File: config.mk
export PLATFORM = sky130hd
export DESIGN_NAME = pc_sequencer
export DESIGN_NICKNAME = d
export VERILOG_FILES = /design/src/rtl/pico_ctrl_pkg.sv /design/src/rtl/sync2.sv /design/src/rtl/pc_sequencer.sv
export SDC_FILE = /design/constraint.sdc
export NUM_CORES = 1
export LEC_CHECK = 0
export ABC_AREA = 0
export CORE_MARGIN = 1
export CORE_UTILIZATION = 34
export DETAILED_ROUTE_END_ITERATION = 16
export HOLD_SLACK_MARGIN = 0.12
export PLACE_DENSITY = 0.71
export SLEW_MARGIN = 15
export SYNTH_ARGS = -nofsm -noshare
export SYNTH_HDL_FRONTEND = slang
export SYNTH_HIERARCHICAL = 1
export SYNTH_SLANG_ARGS = --single-unit
File: constraint.sdc
create_clock -name clk -period 1.2 [get_ports clk]
set_input_delay 0.12 -clock clk [delete_from_list [all_inputs] [get_ports clk]]
set_output_delay 0.12 -clock clk [all_outputs]
set_load 0.02 [all_outputs]
File: src/rtl/pico_ctrl_pkg.sv
`default_nettype none
// ============================================================================
//  Module      : pico_ctrl_pkg
//  Description : Shared types and constants for the picoMIPS control path:
//                opcode encoding and the sequencer state encoding.
//  Revision    : 1.0  initial release
// ============================================================================
package pico_ctrl_pkg;

    // Opcode field width of an instruction word.
    localparam int OPW = 4;

    // Opcode encoding. Codes not listed here execute as NOP.
    typedef enum logic [OPW-1:0] {
        OP_NOP  = 4'd0,
        OP_ADD  = 4'd1,
        OP_ADDI = 4'd2,
        OP_MUL  = 4'd3,
        OP_BEQ  = 4'd4,
        OP_BNE  = 4'd5,
        OP_JMP  = 4'd6,
        OP_WAIT = 4'd7,
        OP_HALT = 4'd15
    } opcode_t;

    // Sequencer states.
    typedef enum logic [2:0] {
        S_RUN        = 3'd0,
        S_MUL_WAIT   = 3'd1,
        S_IO_PRESS   = 3'd2,
        S_IO_RELEASE = 3'd3,
        S_HALT       = 3'd4
    } seq_state_t;

endpackage : pico_ctrl_pkg
`default_nettype wire

File: src/rtl/sync2.sv
`default_nettype none
// ============================================================================
//  Module      : sync2
//  Description : Two-flop synchroniser for a single asynchronous level.
//  Ports       : clk    - destination clock
//                reset  - asynchronous active-low reset (flops clear to 0)
//                d_i    - asynchronous input level
//                q_o    - synchronised level, two clk edges behind d_i
//  Revision    : 1.0  initial release
// ============================================================================
module sync2 (
    input  logic clk,
    input  logic reset,
    input  logic d_i,
    output logic q_o
);

    logic meta_q;
    logic sync_q;

    always_ff @(posedge clk or negedge reset) begin
        if (!reset) begin
            meta_q <= 1'b0;
            sync_q <= 1'b0;
        end else begin
            meta_q <= d_i;
            sync_q <= meta_q;
        end
    end

    assign q_o = sync_q;

endmodule : sync2
`default_nettype wire

File: src/rtl/pc_sequencer.sv
`default_nettype none
// ============================================================================
//  Module      : pc_sequencer
//  Description : picoMIPS control FSM. Decodes the opcode at the current PC
//                and drives the PC increment / absolute-branch controls and
//                the register-file write path. Holds the PC during multi-cycle
//                multiply and the switch-input handshake; stops on HALT.
//  Ports       : clk          - system clock
//                reset        - asynchronous active-low reset
//                opcode       - opcode of the instruction at the current PC
//                imm_target   - branch / jump target field
//                alu_zero     - ALU zero flag for the current instruction
//                sw_ready     - asynchronous "input valid" button
//                pc_incr      - PC increment
//                pc_absbranch - PC load of branch_addr
//                branch_addr  - absolute branch target
//                rf_we        - register-file write enable
//                in_sel       - write data comes from the switch input
//                mul_start    - one-cycle multiplier start pulse
//                halted       - sequencer has executed HALT
//  Revision    : 1.0  initial release
// ============================================================================
module pc_sequencer
    import pico_ctrl_pkg::*;
#(
    parameter int Psize      = 6,
    parameter int OPW        = pico_ctrl_pkg::OPW,
    parameter int MUL_CYCLES = 3
) (
    input  logic             clk,
    input  logic             reset,
    input  logic [OPW-1:0]   opcode,
    input  logic [Psize-1:0] imm_target,
    input  logic             alu_zero,
    input  logic             sw_ready,
    output logic             pc_incr,
    output logic             pc_absbranch,
    output logic [Psize-1:0] branch_addr,
    output logic             rf_we,
    output logic             in_sel,
    output logic             mul_start,
    output logic             halted
);

    localparam int CNTW = $clog2(MUL_CYCLES + 1);

    seq_state_t      state_q, state_d;
    logic [CNTW-1:0] cnt_q,   cnt_d;
    logic            sw_s;
    opcode_t         op_w;

    logic incr_w, abs_w, we_w, insel_w, mstart_w, halt_w;

    // The button is asynchronous; only its synchronised copy reaches the FSM.
    sync2 u_sw_sync (
        .clk   (clk),
        .reset (reset),
        .d_i   (sw_ready),
        .q_o   (sw_s)
    );

    assign op_w = opcode_t'(opcode);

    always_ff @(posedge clk or negedge reset) begin
        if (!reset) begin
            state_q <= S_RUN;
            cnt_q   <= '0;
        end else begin
            state_q <= state_d;
            cnt_q   <= cnt_d;
        end
    end

    always_comb begin
        state_d  = state_q;
        cnt_d    = cnt_q;
        incr_w   = 1'b0;
        abs_w    = 1'b0;
        we_w     = 1'b0;
        insel_w  = 1'b0;
        mstart_w = 1'b0;
        halt_w   = 1'b0;

        case (state_q)
            S_RUN: begin
                case (op_w)
                    OP_ADD, OP_ADDI: begin
                        we_w   = 1'b1;
                        incr_w = 1'b1;
                    end
                    OP_BEQ: begin
                        abs_w  = alu_zero;
                        incr_w = !alu_zero;
                    end
                    OP_BNE: begin
                        abs_w  = !alu_zero;
                        incr_w = alu_zero;
                    end
                    OP_JMP: begin
                        abs_w = 1'b1;
                    end
                    OP_MUL: begin
                        // Issue cycle counts as the first of the hold cycles,
                        // so the down-counter starts one short.
                        mstart_w = 1'b1;
                        cnt_d    = CNTW'(MUL_CYCLES - 1);
                        state_d  = S_MUL_WAIT;
                    end
                    OP_WAIT: begin
                        state_d = S_IO_PRESS;
                    end
                    OP_HALT: begin
                        state_d = S_HALT;
                    end
                    default: begin
                        // NOP and all unassigned codes just advance.
                        incr_w = 1'b1;
                    end
                endcase
            end

            S_MUL_WAIT: begin
                if (cnt_q != '0) begin
                    cnt_d = cnt_q - CNTW'(1);
                end else begin
                    we_w    = 1'b1;
                    incr_w  = 1'b1;
                    state_d = S_RUN;
                end
            end

            S_IO_PRESS: begin
                if (sw_s) begin
                    state_d = S_IO_RELEASE;
                end
            end

            S_IO_RELEASE: begin
                // Retire on release so one press completes exactly one WAIT.
                if (!sw_s) begin
                    we_w    = 1'b1;
                    insel_w = 1'b1;
                    incr_w  = 1'b1;
                    state_d = S_RUN;
                end
            end

            S_HALT: begin
                halt_w = 1'b1;
            end

            default: begin
                state_d = S_RUN;
            end
        endcase
    end

    // Outputs are forced low while reset is held so an aborted MUL or WAIT
    // can never leak a write or a PC change.
    assign pc_incr      = reset & incr_w;
    assign pc_absbranch = reset & abs_w;
    assign rf_we        = reset & we_w;
    assign in_sel       = reset & insel_w;
    assign mul_start    = reset & mstart_w;
    assign halted       = reset & halt_w;
    assign branch_addr  = reset ? imm_target : '0;

endmodule : pc_sequencer
`default_nettype wire

==> flow_summary.toml, run 1 <==
[grt]
grt_usage_pct = 21.9
use_met3_pct = 3.26
grt-busiest-layer = "met2"
met2_usage_pct = 40.2
grt.met1_usage_pct = 24.1
grt_max_degree = 9
grt_pass1_vias = 561
grt-ovfl-total = 0
grt_pass1_wl_mm = 2.33
antenna_found_initial = 0

[sta]
hold-worst-slack_ns = 0.329
fin_skew_ns = 0.00477
slew_viol_final = 0
rsz0062_at_grt = "true"
slew_headroom_pct = 76.5
fmax_mhz = 609
hold_viol = 0
period_needed_ns = 1.64
worst_pin_slew_ns = 0.352
tns_ns = -2.69
setup_violations = 10
fin_ws_ns = -0.443
fin_crit_sh_pct = 137

[detailed_routing]
drt.antenna.violating_nets = 0
wl_per_cell_um = 12.9
drc = 0
drt_pass1_iterations = 2
viasPerCell = 4.84
drt_iter0_drc = 4
route.vias.total = 634
routed_wl_mm = 1.69

[worst_setup_path]
arrival_ns = 1.52
slowest_delay_ns = 0.37
worst_path_max_delay_cell = "dfrtp_1"
worstSetupPathType = "register to output pin"
end_kind = "output pin"
crit_fanout = 2
cp.required_ns = 1.08
critPathLaunchType = "register"
worstPathCellList = "inv_2, ha_4, or2_4, a311oi_2, a211oi_2, buf_4"

[clock_tree]
cts_max_level = 1
clock_path_buffers = 2
cts_tree = "done"
clkSlewWorstSetupHoldPaths_ns = 0.06
insertion_delay_ns = 0.25
cts_buffers = 3
cts_root_buffer = "clkbuf_4"
cts.sinks = 7

[die]
start_util_pct = 38.3
floorplan.rows = 13
die_area_um2 = 1680
die-height_um = 41.0
core_um2 = 1350
fp.dieW_um = 41.0
io_pins = 26

[synth]
ys.warnings.count = 6
yosysUniqueCellTypes = 29
synth_nets = 73
synth.area.top_cells = "dfrtp_1, and2_1, nor4_4"
yosys.area.top_type = "dfrtp_1"
ys_seq_elements = 7
yosysTopAreaCellShare_pct = 33.9
syn_avg_cell_area_um2 = 8.91
netlist_area_um2 = 517
seq_area_frac_synth_pct = 33.9
synth_cells = 58

[outcome]
status = "finished, violations left"
violations = "negative setup slack"

[final_layout]
insertedDiodeCount = 0
final_common_cell = "buf_4"
final_nets = 132
final_cell_mix = "buf_4, clkdlybuf4s50_1, dlygate4sd2_1, buf_6"
design_area_um2 = 1150
final_cell_count_no_fill = 131
drive_gt1_share_pct = 55.2
syn_to_final_growth_pct = 122

[place]
placed_cell_area_um2 = 962
numPlacedInstances = 115
io_buffers = 25
gp_congestion = 0.695
dp_hpwl_mm = 1.19

[power]
power_density_nw_per_um2 = 1790
power.total_mw = 2.05
p_leak_nw = 0.520
irDropWorstVdd_mv = 1.36

[job]
cap_violations = 0

[hold_path]
hp-class = "primary input to register"
==> worst max-delay path, delay by kind of cell, from the launching register on <==
kind	cells	cell delay, ns
flip-flops	1	0.37
AND/OR/NAND/NOR	1	0.25
buffers and inverters	2	0.22
adder cells (fa/ha/maj)	1	0.15
AO/OA/AOI/OAI	2	0.27
==> state kept, by name (all words and copies together), names as in the netlist <==
register and cells:
cnt_q 2, u_sw_sync/meta_q 1, state_q 3, u_sw_sync/q_o 1
==> stage by stage <==
step                      utilization, %  setup WS (ns)
after floorplan                        -         -0.139
after global placement              71.3         -0.756
after detailed placement            71.3         -0.774
after CTS                           82.4         -0.429
after global routing                85.0         -0.521
final                               85.0         -0.443
==> synth_stat cells <==
cell,n
o31a_1,1
or2_1,1
and2_1,6
a211oi_1,1
nand2_1,4
a21oi_1,3
xnor2_1,1
a41oi_1,1
nor4_4,1
nand2b_1,2
xor2_1,2
nor4b_2,1
nor4_1,2
ha_1,1
a311oi_1,1
buf_2,1
dfrtp_1,7
or2_2,1
a221oi_2,1
o221ai_1,1
o21ai_0,1
or3_1,1
nand3_1,2
clkbuf_2,1
nor2b_1,2
a32oi_2,1
nor2_1,5
and3_1,1
inv_1,5
==> logic make-up after synthesis <==
kind of cell / after synthesis / share of synthesized area (%)
simple gates: 29 / 34.9
compound gates: 11 / 18.2
buf+inv: 7 / 5.57
flops: 7 / 33.9
xor+xnor: 3 / 5.09
fa+ha+maj: 1 / 2.42
==> area by class of cell <==
class / count / area [um2]
timing repair buffer: 56 / 485
clock inverter: 1 / 5.00
sequential: 7 / 176
clock buffer: 3 / 22.5
tap: 15 / 18.8
fill: 78 / 203
inverter: 5 / 18.8
multi-input combinational: 44 / 420
==> worst paths after layout <==
kind	start	end	slack, ns	depth (start not counted)
hold reg to reg	u_sw_sync/meta_q	u_sw_sync/q_o	0.36	0
setup reg to reg	state_q[0]	cnt_q[0]	-0.32	5
hold / removal	sw_ready	u_sw_sync/meta_q	0.33	1
setup / recovery	cnt_q[0]	pc_incr	-0.44	6
min in group asynchronous	reset	state_q[2]	0.67	4
max in group asynchronous	reset	state_q[1]	0.41	4
==> per-layer routing <==
layer	up-vias	share of wire [%]
met5	-	0
met4	0	0
met3	0	2.5
met2	11	56
met1	301	41
li1	322	-
==> power by group <==
part / total [mW] / internal [mW] / switching (mW)
Clock: 0.211 / 0.122 / 0.0889
Combinational: 1.44 / 0.838 / 0.604
Sequential: 0.396 / 0.317 / 0.0797
==> what timing repair did <==
action | 4_1_cts | 5_1_grt
hold buffers | 1 | 0
buffers inserted | 8 | 3
endpoints found under the setup margin | 16 | 10
gates cloned | 0 | 0
pin swaps | 9 | 4
resized for setup | 62 | 4
hold endpoints to repair | 7 | 0
Power figures use the tool's default switching activity.
==> run 2: changes to the inputs <==
CORE_AREA = 2 2 39 41   (was unset)
CORE_MARGIN = unset   (was 1)
CORE_UTILIZATION = unset   (was 34)
DIE_AREA = 0 0 41 43   (was unset)
PLACE_DENSITY = 0.76   (was 0.71)
clock period = 2 ns   (was 1.2 ns; I/O delays follow)
==> run 2 against run 1 <==
  * The run now ends clean
  * Power is 62% lower
  * Design area is 24% lower
  * First-iteration DRC count is 50% lower
  * Critical endpoint unchanged
==> flow_summary.toml, run 2 (synthesis results as in run 1) <==
[clock_tree]
clkSlewWorstSetupHoldPaths_ns = 0.05
cts_tree = "done"
cts.sinks = 7
cts_buffers = 3
cts_max_level = 1
clock_path_buffers = 2
cts_hold_buf = 0
insertion_delay_ns = 0.24
cts_root_buffer = "clkbuf_4"

[worst_setup_path]
worstSetupPathType = "register to output pin"
worstPathCellList = "inv_1, ha_1, or2_1, a311oi_2, a211oi_1, clkdlybuf4s15_1"
cp_top_family = "buffers and inverters"
cp.required_ns = 1.80
arrival_ns = 1.68
crit_fanout = 2
critPathLaunchType = "register"
cp.buffers_inverters = 2
slowest_delay_ns = 0.34
end_kind = "output pin"
r2r-start = "state_q[0]"
worst_path_max_delay_cell = "dfrtp_1"
cp-startpoint = "cnt_q[0]"

[grt]
grt_pass1_wl_mm = 1.98
antenna_found_initial = 0
grt_pass1_vias = 499
grt-ovfl-total = 0
grt_usage_pct = 16.2
grt_max_degree = 15

[sta]
slew_headroom_pct = 80.2
setup_violations = 0
fin_crit_sh_pct = 94.2
tns_ns = 0
rsz0062_at_grt = "false"
worst_pin_slew_ns = 0.296
fmax_mhz = 531
period_needed_ns = 1.88
hold_viol = 0
fin_skew_ns = 0.00148
slew_viol_final = 0

[outcome]
status = "completed"

[power]
pwr-share-comb_pct = 54.4
power_density_nw_per_um2 = 901
p_leak_nw = 0.372
swShare_pct = 38.6
intPower_mw = 0.480
irDropWorstVdd_mv = 0.718
power.share.clock_pct = 15.1
power.total_mw = 0.782
power.switching_mw = 0.302
seqPwrFrac_pct = 30.4

[detailed_routing]
wl_per_cell_um = 11.5
drt_iter0_drc = 2
viasPerCell = 4.91
route.vias.total = 535
drt.antenna.violating_nets = 0
drc = 0
routed_wl_mm = 1.25
drt_pass1_iterations = 2

[final_layout]
fillers = 125
regArea_um2 = 176
design_area_um2 = 867
syn_to_final_growth_pct = 67.8
top_regs = "state_q: 3 flops, cnt_q: 2 flops"
final_cell_count_no_fill = 109
multi_input_area_um2 = 319
final_nets = 109
final_common_cell = "clkdlybuf4s50_1"
top_register = "state_q"
final_cell_mix = "clkdlybuf4s50_1, buf_4, and2_1, dfrtp_1"
insertedDiodeCount = 0
largest_reg_flops = 3
drive_gt1_share_pct = 19.4

[die]
die-height_um = 43
die_area_um2 = 1760
io_pins = 26
start_util_pct = 37.3
floorplan.rows = 14
fp.dieW_um = 41
core_um2 = 1380

[place]
io_buffers = 25
placed_cell_area_um2 = 837
gp_congestion = 0.727
dp_hpwl_mm = 1.05
numPlacedInstances = 105

[hold_path]
hp-class = "primary input to async pin"

[job]
cap_violations = 0
==> run 2: power by group through the flow <==
stage               Combinational [mW]  Sequential [mW]  Clock (mW)
floorplan                        0.259            0.241           0
global placement                 0.422            0.235           0
detailed placement               0.432            0.236           0
CTS                              0.425            0.234       0.126
global route                     0.476            0.245       0.130
finish                           0.425            0.238       0.118
==> run 2: through the flow <==
stage / setup slack [ns] / hold WS, ns / util [%]
global placement: -0.137 / 0.336 / 60.5
floorplan: 0.408 / -0.0956 / -
detailed placement: -0.150 / 0.341 / 60.5
global route: 0.00951 / 0.300 / 62.7
finish: 0.116 / 0.282 / 62.7
CTS: 0.0317 / 0.270 / 62.0
==> run 2: path summary, 6_finish.rpt <==
check | end | slack [ns] | depth (start not counted)
max reg2reg | cnt_q[1] | 0.56 | 5
min in group clk | u_sw_sync/q_o | 0.35 | 0
max | pc_incr | 0.12 | 6
min | state_q[0] | 0.28 | 2
min reg2reg | u_sw_sync/q_o | 0.35 | 0
max in group asynchronous | state_q[1] | 1.56 | 2
==> run 2: area by class of cell <==
cell class	count	share of cell area, %
multi-input combinational	44	36.8
sequential	7	20.3
inverter	5	2.16
clock buffer	4	3.03
timing repair buffer	33	35.4
tap	16	2.31
==> run 2: what timing repair did <==
item                                    CTS  global route
endpoints found under the hold margin     0             0
resized for setup                         4             3
setup buffers                             0             0
endpoints found under the setup margin    4             3
pin swaps                                 0             0
==> run 2: per-layer routing <==
metal  share of wire [%]  GRT usage (%)  vias up
li1                    -              -      277
met4                   0           4.00        0
met1                  47           22.1      247
met5                   0              0        -
met3                 3.6           3.14        0
met2                  49           25.3       11
